<file path="src/rtl/tpu_host_seq_if.sv">
// Operand and result streams between the host sequencer and its bus-side peer.
// The sequencer uses the slave modport. The bus adapter, or a testbench, uses the master modport.
interface tpu_host_seq_if;
    logic       in_valid;
    logic       in_ready;
    logic [7:0] in_data;
    logic       out_valid;
    logic       out_ready;
    logic [7:0] out_data;
    logic [3:0] out_index;

    modport master (
        output in_valid, in_data, out_ready,
        input  in_ready, out_valid, out_data, out_index
    );

    modport slave (
        input  in_valid, in_data, out_ready,
        output in_ready, out_valid, out_data, out_index
    );
endinterface

</file>
<file path="src/rtl/tpu_host_seq.sv">
// Host-side sequencer for the Mini TPU.
// It loads 32 operand bytes (A, then B) as LOAD words and holds COMPUTE while the array fills and drains.
// It then reads the 16 results back one at a time with OUTPUT words and streams them out.
module tpu_host_seq #(
    parameter int COMPUTE_CYCLES = 10,
    parameter int RESULT_LATENCY = 1
) (
    input  logic        clk,
    input  logic        rst_n,
    input  logic        start,
    output logic        busy,
    output logic        done,
    output logic [15:0] instruction,
    input  logic [7:0]  result,
    tpu_host_seq_if.slave bus
);

    localparam int CCW = (COMPUTE_CYCLES > 1) ? $clog2(COMPUTE_CYCLES) : 1;
    localparam logic [CCW-1:0] CC_LAST = CCW'(COMPUTE_CYCLES - 1);
    localparam logic [1:0]     WC_LAST = 2'(RESULT_LATENCY - 1);

    localparam logic [15:0] NOP_WORD     = 16'h0000;
    localparam logic [15:0] COMPUTE_WORD = 16'h8000;

    typedef enum logic [2:0] {
        S_IDLE,
        S_LOAD,
        S_COMP,
        S_RD_ISSUE,
        S_RD_WAIT,
        S_RD_HOLD,
        S_FIN
    } state_t;

    state_t         state_q, state_d;
    logic [4:0]     lc_q, lc_d;
    logic [3:0]     ri_q, ri_d;
    logic [CCW-1:0] cc_q, cc_d;
    logic [1:0]     wc_q, wc_d;
    logic [15:0]    instr_q, instr_d;
    logic           in_ready_q;
    logic           busy_q;
    logic           done_q;
    logic           out_valid_q;
    logic [7:0]     out_data_q;
    logic [3:0]     out_index_q;
    logic           capture;
    logic           in_hs;
    logic           out_hs;

    assign in_hs  = bus.in_valid & in_ready_q;
    assign out_hs = out_valid_q & bus.out_ready;

    // Next-state, counter and instruction-word selection; defaults first
    always_comb begin
        state_d = state_q;
        lc_d    = lc_q;
        ri_d    = ri_q;
        cc_d    = cc_q;
        wc_d    = wc_q;
        instr_d = NOP_WORD;
        capture = 1'b0;
        unique case (state_q)
            S_IDLE: begin
                if (start) begin
                    state_d = S_LOAD;
                    lc_d    = 5'd0;
                end
            end
            S_LOAD: begin
                if (in_hs) begin
                    instr_d = {2'b01, lc_q[4], lc_q[3:2], lc_q[1:0], 1'b0, bus.in_data};
                    lc_d    = lc_q + 5'd1;
                    if (lc_q == 5'd31) begin
                        state_d = S_COMP;
                        cc_d    = '0;
                    end
                end
            end
            S_COMP: begin
                instr_d = COMPUTE_WORD;
                if (cc_q == CC_LAST) begin
                    state_d = S_RD_ISSUE;
                    ri_d    = 4'd0;
                end else begin
                    cc_d = cc_q + 1'b1;
                end
            end
            S_RD_ISSUE: begin
                instr_d = {2'b11, 10'd0, ri_q};
                wc_d    = 2'd0;
                state_d = S_RD_WAIT;
            end
            S_RD_WAIT: begin
                // The OUTPUT word stays on the bus for RESULT_LATENCY cycles.
                // The result is sampled in the last of those cycles, and NOP goes out from the next one.
                if (wc_q == WC_LAST) begin
                    capture = 1'b1;
                    state_d = S_RD_HOLD;
                end else begin
                    instr_d = {2'b11, 10'd0, ri_q};
                    wc_d    = wc_q + 2'd1;
                end
            end
            S_RD_HOLD: begin
                if (out_hs) begin
                    if (ri_q == 4'd15) begin
                        state_d = S_FIN;
                    end else begin
                        ri_d    = ri_q + 4'd1;
                        state_d = S_RD_ISSUE;
                    end
                end
            end
            S_FIN: begin
                state_d = S_IDLE;
            end
            default: begin
                state_d = S_IDLE;
            end
        endcase
    end

    // State, counters and every registered output; reset aborts any job in flight
    always_ff @(posedge clk) begin
        if (!rst_n) begin
            state_q     <= S_IDLE;
            lc_q        <= 5'd0;
            ri_q        <= 4'd0;
            cc_q        <= '0;
            wc_q        <= 2'd0;
            instr_q     <= NOP_WORD;
            in_ready_q  <= 1'b0;
            busy_q      <= 1'b0;
            done_q      <= 1'b0;
            out_valid_q <= 1'b0;
            out_data_q  <= 8'd0;
            out_index_q <= 4'd0;
        end else begin
            state_q    <= state_d;
            lc_q       <= lc_d;
            ri_q       <= ri_d;
            cc_q       <= cc_d;
            wc_q       <= wc_d;
            instr_q    <= instr_d;
            in_ready_q <= (state_d == S_LOAD);
            busy_q     <= (state_d != S_IDLE) && (state_d != S_FIN);
            done_q     <= (state_d == S_FIN);
            if (capture) begin
                out_valid_q <= 1'b1;
                out_data_q  <= result;
                out_index_q <= ri_q;
            end else if (out_hs) begin
                out_valid_q <= 1'b0;
            end
        end
    end

    assign instruction   = instr_q;
    assign busy          = busy_q;
    assign done          = done_q;
    assign bus.in_ready  = in_ready_q;
    assign bus.out_valid = out_valid_q;
    assign bus.out_data  = out_data_q;
    assign bus.out_index = out_index_q;

endmodule

</file>
<file path="src/flat_wrapper.sv">
// flat-port wrapper written by rule: the top's interface ports become plain ports
module tpu_host_seq_flat 
#(
    parameter int COMPUTE_CYCLES = 10,
    parameter int RESULT_LATENCY = 1
)
  (clk, rst_n, start, busy, done, instruction, result, bus_in_valid, bus_in_data, bus_out_ready, bus_in_ready, bus_out_valid, bus_out_data, bus_out_index);
  tpu_host_seq_if bus_i ();
  input  logic clk;
  input  logic rst_n;
  input  logic start;
  output logic busy;
  output logic done;
  output logic [15:0] instruction;
  input  logic [7:0] result;
  input wire logic [$bits(bus_i.in_valid)-1:0] bus_in_valid;
  input wire logic [$bits(bus_i.in_data)-1:0] bus_in_data;
  input wire logic [$bits(bus_i.out_ready)-1:0] bus_out_ready;
  output wire logic [$bits(bus_i.in_ready)-1:0] bus_in_ready;
  output wire logic [$bits(bus_i.out_valid)-1:0] bus_out_valid;
  output wire logic [$bits(bus_i.out_data)-1:0] bus_out_data;
  output wire logic [$bits(bus_i.out_index)-1:0] bus_out_index;
  assign bus_i.in_valid = bus_in_valid;
  assign bus_i.in_data = bus_in_data;
  assign bus_i.out_ready = bus_out_ready;
  assign bus_in_ready = bus_i.in_ready;
  assign bus_out_valid = bus_i.out_valid;
  assign bus_out_data = bus_i.out_data;
  assign bus_out_index = bus_i.out_index;
  tpu_host_seq #(.COMPUTE_CYCLES(COMPUTE_CYCLES), .RESULT_LATENCY(RESULT_LATENCY)) u_core (.clk(clk), .rst_n(rst_n), .start(start), .busy(busy), .done(done), .instruction(instruction), .result(result), .bus(bus_i));
endmodule
</file>
<file path="config.mk">
export PLATFORM = sky130hd
export DESIGN_NAME = tpu_host_seq_flat
export DESIGN_NICKNAME = d
export VERILOG_FILES = /design/src/rtl/tpu_host_seq_if.sv /design/src/rtl/tpu_host_seq.sv /design/src/flat_wrapper.sv
export SDC_FILE = /design/constraint.sdc
export NUM_CORES = 1
export LEC_CHECK = 0
export BUFFER_PORTS_ARGS = -buffer_cell sky130_fd_sc_hd__buf_4
export CAP_MARGIN = 20
export CORE_ASPECT_RATIO = 0.6
export CORE_MARGIN = 5
export CORE_UTILIZATION = 43
export CTS_BUF_LIST = sky130_fd_sc_hd__clkbuf_2
export DETAILED_ROUTE_END_ITERATION = 10
export PLACE_DENSITY = 0.66
export SYNTH_ARGS = -nofsm -noshare
export SYNTH_HDL_FRONTEND = slang
export SYNTH_SLANG_ARGS = --single-unit
</file>
<file path="constraint.sdc">
create_clock -name clk -period 2.49 [get_ports clk]
set_clock_uncertainty 0.2 [all_clocks]
set_input_delay 0.249 -clock clk [delete_from_list [all_inputs] [get_ports clk]]
set_output_delay 0.249 -clock clk [all_outputs]
set_load 0.02 [all_outputs]
</file>
# After elaboration in Yosys (flattened, before gate mapping)
# Index checks and enable logic that the tools add are counted.
# totals
reg_bits,50
inputBits,21
# classes
addsub,4
n_eq_ne,19
mux,28
n_bitwise,2
reduce_logical,13
# op_table
cell,n
case mux 16 bit (4 select lines),1
two-way mux 4 bit,6
two-way mux 3 bit,7
case mux 3 bit (6 select lines),1
two-way mux 16 bit,1
case mux 4 bit (2 select lines),2
two-way mux 15 bit,1
two-way mux 5 bit,2
case mux 5 bit (2 select lines),1
nonzero test 2 bit,5
"equality test 3 bit, second input constant",3
"adder 4 x 1 -> 4 bit, second input constant",2
"equality test 4 bit, second input constant",2
"!= test 2 x 1 -> 1 bit, second input constant",4
"!= test 2 bit, second input constant",4
AND reduction 4 bit,2
"equality test 3 x 1 -> 1 bit, second input constant",2
"equality test 3 x 2 -> 1 bit, second input constant",2
"adder 5 x 1 -> 5 bit, second input constant",1
"equality test 5 bit, second input constant",1
two-way mux 1 bit,4
case mux 2 bit (2 select lines),1
zero test 3 bit,1
"!= test 3 bit, second input constant",1
8 further kinds,9

# Longest topological paths before layout
# logic_depth
word_depth,6
depth_mapped,7

# Worst setup path after synthesis
# Ideal clock, no wire load.
# synth_timing
kind,flip-flop to flip-flop
start,register u_core.lc_q[0]
end,register u_core.busy_q (netlist: u_core.busy)
t_arrival_ns,1.582
required_ns,2.147
slack_ns,0.565
path_stages_with_launch,8
n_path_buf,0
period_less_slack_ns,1.925
cell_sequence,dfxtp_1 -> ha_1 -> and3_1 -> ha_1 -> and3_1 -> nor2_4 -> o41ai_2 -> o211ai_1
# synth_via
elab_chain_len,6
elab_cells_between_ends,7
classes_between,eq/ne: 2; mux: 3; reduce/logical: 2
# synth_rtl
item,line,source
from (decl),tpu_host_seq.sv:36,"logic [4:0] lc_q, lc_d;"
from (signal assigned),tpu_host_seq.sv:141,lc_q <= lc_d;
equality test 5 bit (*),tpu_host_seq.sv:74,if (lc_q == 5'd31) begin
two-way mux 3 bit (*),tpu_host_seq.sv:74,
two-way mux 3 bit (*),tpu_host_seq.sv:71,if (in_hs) begin
case mux 3 bit (6 select lines) (*),tpu_host_seq.sv:63,unique case (state_q)
!= test 3 bit / nonzero test 3 bit (equally long branches),tpu_host_seq.sv:147,busy_q <= (state_d != S_IDLE) && (state_d != S_FIN);
logical AND 1 bit (*),tpu_host_seq.sv:147,
to (signal assigned),tpu_host_seq.sv:147,
to (decl),tpu_host_seq.sv:42,logic busy_q;
# Every way passes the cells marked *; elsewhere a longest branch is shown, timed or not.
# A chain may end at the register's enable or synchronous reset.

# Final worst setup path
# layout_timing
start,register u_core.state_q[1]
end,register u_core.instr_q[5] (netlist: u_core.instruction[5])
# layout_via
elab_chain_len,2
elab_cells_between_ends,5
classes_between,eq/ne: 4; mux: 1
# layout_rtl
item,line,source
from (decl),tpu_host_seq.sv:35,"state_t state_q, state_d;"
from (signal assigned),tpu_host_seq.sv:140,state_q <= state_d;
equality test 3 bit (tied with other cells),tpu_host_seq.sv:63,
case mux 16 bit (4 select lines) (*),tpu_host_seq.sv:63,
to (signal assigned),tpu_host_seq.sv:145,instr_q <= instr_d;
to (decl),tpu_host_seq.sv:40,"logic [15:0] instr_q, instr_d;"
# Marks and branches as above.

==> flow_summary.ini <==
[run_status]
outcome = completed

[critical_path]
cp.required_ns = 2.67
crit_arrival_ns = 2.38
crit_type = reg -> reg
critPathLaunchType = flip-flop
critPathMaxFanout = 17
end_kind = flip-flop

[power]
seqPwrFrac_pct = 59.3
internal_power_mw = 1.03
power_frac_clock_pct = 31.8
p_leak_nw = 1.23
vdd_ir_drop_max_mv = 0.245
p_per_area_nw_per_um2 = 467
comb_power_share_pct = 8.9
totalPowerFinal_mw = 1.34
p_sw_share_pct = 23.2
p_switching_uw = 310

[finish]
fin_nets = 342
final_common_cell = buf_4
multiInputGateArea_sq_um = 1070
n_fill_cell = 417
seq_area_sq_um = 981
diodes = 0
layout_common_cells = buf_4 (56), dfxtp_1 (49), nand2_1 (36)
syn2layout_area_growth_pct = 33.1
drive_gt1_share_pct = 24.7

[routing]
vias = 1893
drtIter0Drc = 84
drtAntennaViolNets = 0
wl_per_cell_um = 12.8
drt-vias-per-instance = 4.96
wirelength_um = 4880
drc = 0
firstDrtPassIters = 4

[synthesis]
yosysWarnings = 0
syn_nets = 270
seq_area_frac_synth_pct = 45.5
syn_area_sq_um = 2160
avgSynthCellArea_sq_um = 8.87
syn_inst = 243
ys_ff_latch = 49
yosysUniqueCellTypes = 45

[global_route]
grt_pass1_vias = 1783
grt-ovfl-total = 0
track_usage_pct = 15.4
antenna_found_initial = 0
grt_max_degree = 24
grt_pass1_wl_um = 8260

[timing]
post-route-min-period_ns = 2.20
fmax_ghz = 0.454
layout_setup_ws_ns = 0.288
fin_setup_tns_ns = 0
slew_viol_final = 0
rsz0062_at_grt = no
setup_violations = 0
hold_ws_ns = 0.167
hold_viol_final = 0
finalCritPeriodShare_pct = 88.4

[clock_tree]
cts_buffers = 5
cts_root_buf = clkbuf_2
htreeDepth = 2
numClockSinks = 49
worstSkewPairLatency_ns = 0.41
cts_tree = built
clkTransAtPathRegs_ns = 0.25
clk_path_buf_depth = 2

[place]
place_hpwl_um = 3480
place_congestion = 0.801
pre_cts_slack_ns = 0.379
numPortBuffers = 51

[floorplanning]
core_area_sq_um = 4950
die_h_um = 64.8
dieArea_sq_um = 6580
rows = 20
die_w_um = 101
ios = 53
initial_core_util_pct = 43.5

[min_path]
holdCritPathClass = in -> reg

[run]
drv_cap = 0
## sequential cells by signal (all words and copies together), names as in the netlist, 2 cells and up
| register | flops |
|---|---|
| u_core.bus.out_data | 8 |
| u_core.bus.out_index | 4 |
| u_core.cc_q | 4 |
| u_core.instruction | 15 |
| u_core.lc_q | 5 |
| u_core.ri_q | 4 |
| u_core.state_q | 3 |
| u_core.wc_q | 2 |
## cells by family (layout without fill, tap and decap cells)
| logic type | after synthesis | in the layout | synth area share, % |
|---|---|---|---|
| XOR/XNOR | 4 | 4 | 1.62 |
| AND/OR/NAND/NOR | 107 | 107 | 26.8 |
| adder cells (fa/ha/maj) | 6 | 6 | 3.48 |
| buffers and inverters | 21 | 94 | 5.11 |
| flip-flops | 49 | 49 | 45.5 |
| other | 1 | 1 | 0.174 |
| AO/OA/AOI/OAI | 52 | 52 | 15.9 |
| multiplexers | 3 | 3 | 1.45 |
## power by group through the flow
stage                     logic, mW  registers (mW)  clock network (mW)
after global routing          0.129           0.798               0.476
after floorplan              0.0493           0.815                   0
after detailed placement     0.0941           0.810                   0
final                         0.119           0.796               0.426
after global placement       0.0940           0.810                   0
after CTS                     0.118           0.796               0.441
## cell usage after synthesis (all sizes together)
cell	instances	area, sq um
dfxtp	49	981
nand2	36	135
a21oi	25	133
nor2	16	83.8
and3	13	81.3
nand3	9	45.0
buf	8	61.3
inv	8	30.0
nor3	7	45.0
ha	6	75.1
nand2b	6	37.5
o211ai	6	45.0
clkbuf	5	18.8
o21ai	5	28.8
a22oi	4	30.0
xnor2	4	35.0
and2	3	18.8
nor4	3	18.8
a211o	2	17.5
a211oi	2	15.0
a31oi	2	12.5
and4	2	17.5
mux2i	2	20.0
nor3b	2	15.0
o21a	2	15.0
or2	2	12.5
or3	2	12.5
or3b	2	17.5
or4b	2	20.0
a21boi	1	7.51
a41o	1	10.0
and3b	1	8.76
conb	1	3.75
mux2	1	11.3
nand3b	1	7.51
o22ai	1	12.5
o41ai	1	16.3
## critical path: stages, from the launching register on
cell           delay, ns
dfxtp_1             0.47
or3b_4              0.53
nor2_8              0.25
and3_1              0.19
dlygate4sd3_1       0.55
## per-layer routing
metal  wire [um]  global-route usage (%)  vias to the layer above  share of wire [%]
li1            -                       -                     1000                  -
met1        2630                    22.5                      841                 54
met2        1910                    22.8                       50                 39
met3         327                    4.09                        2                6.7
met4          16                    2.49                        0               0.33
met5           0                       0                        -                  0
## final timing paths
path / cells after the start / slack [ns] / endpoint / startpoint
min reg2reg: 2 / 0.27 / u_core.bus.out_data[4] / u_core.bus.out_data[4]
max: 4 / 0.29 / u_core.instruction[5] / u_core.state_q[1]
max reg2reg: 4 / 0.29 / u_core.instruction[5] / u_core.state_q[1]
min: 4 / 0.17 / u_core.cc_q[3] / bus_in_valid
## through the flow
| stage | utilization [%] | area (sq um) | cells |
|---|---|---|---|
| after CTS | 57.9 | 2870 | 382 |
| after global routing | 57.9 | 2870 | 382 |
| after detailed placement | 52.0 | 2580 | 352 |
| after global placement | 52.0 | 2580 | 352 |
| final | 57.9 | 2870 | 382 |
| after floorplan | - | 2160 | 243 |
## cell type report
cell class / count / area share, %
sequential: 49 / 34.2
clock inverter: 2 / 1.35
multi-input combinational: 173 / 37.2
timing repair buffer: 78 / 22.3
tap: 66 / 2.88
clock buffer: 6 / 1.05
inverter: 8 / 1.05
## what timing repair did
item	4_1_cts	5_1_grt
endpoints found under the hold margin	32	0
gates resized for setup	0	1
endpoints found under the setup margin	0	2
buffers inserted	0	0
hold buffers	22	0
Note: power is estimated with default switching activity, not from simulation.
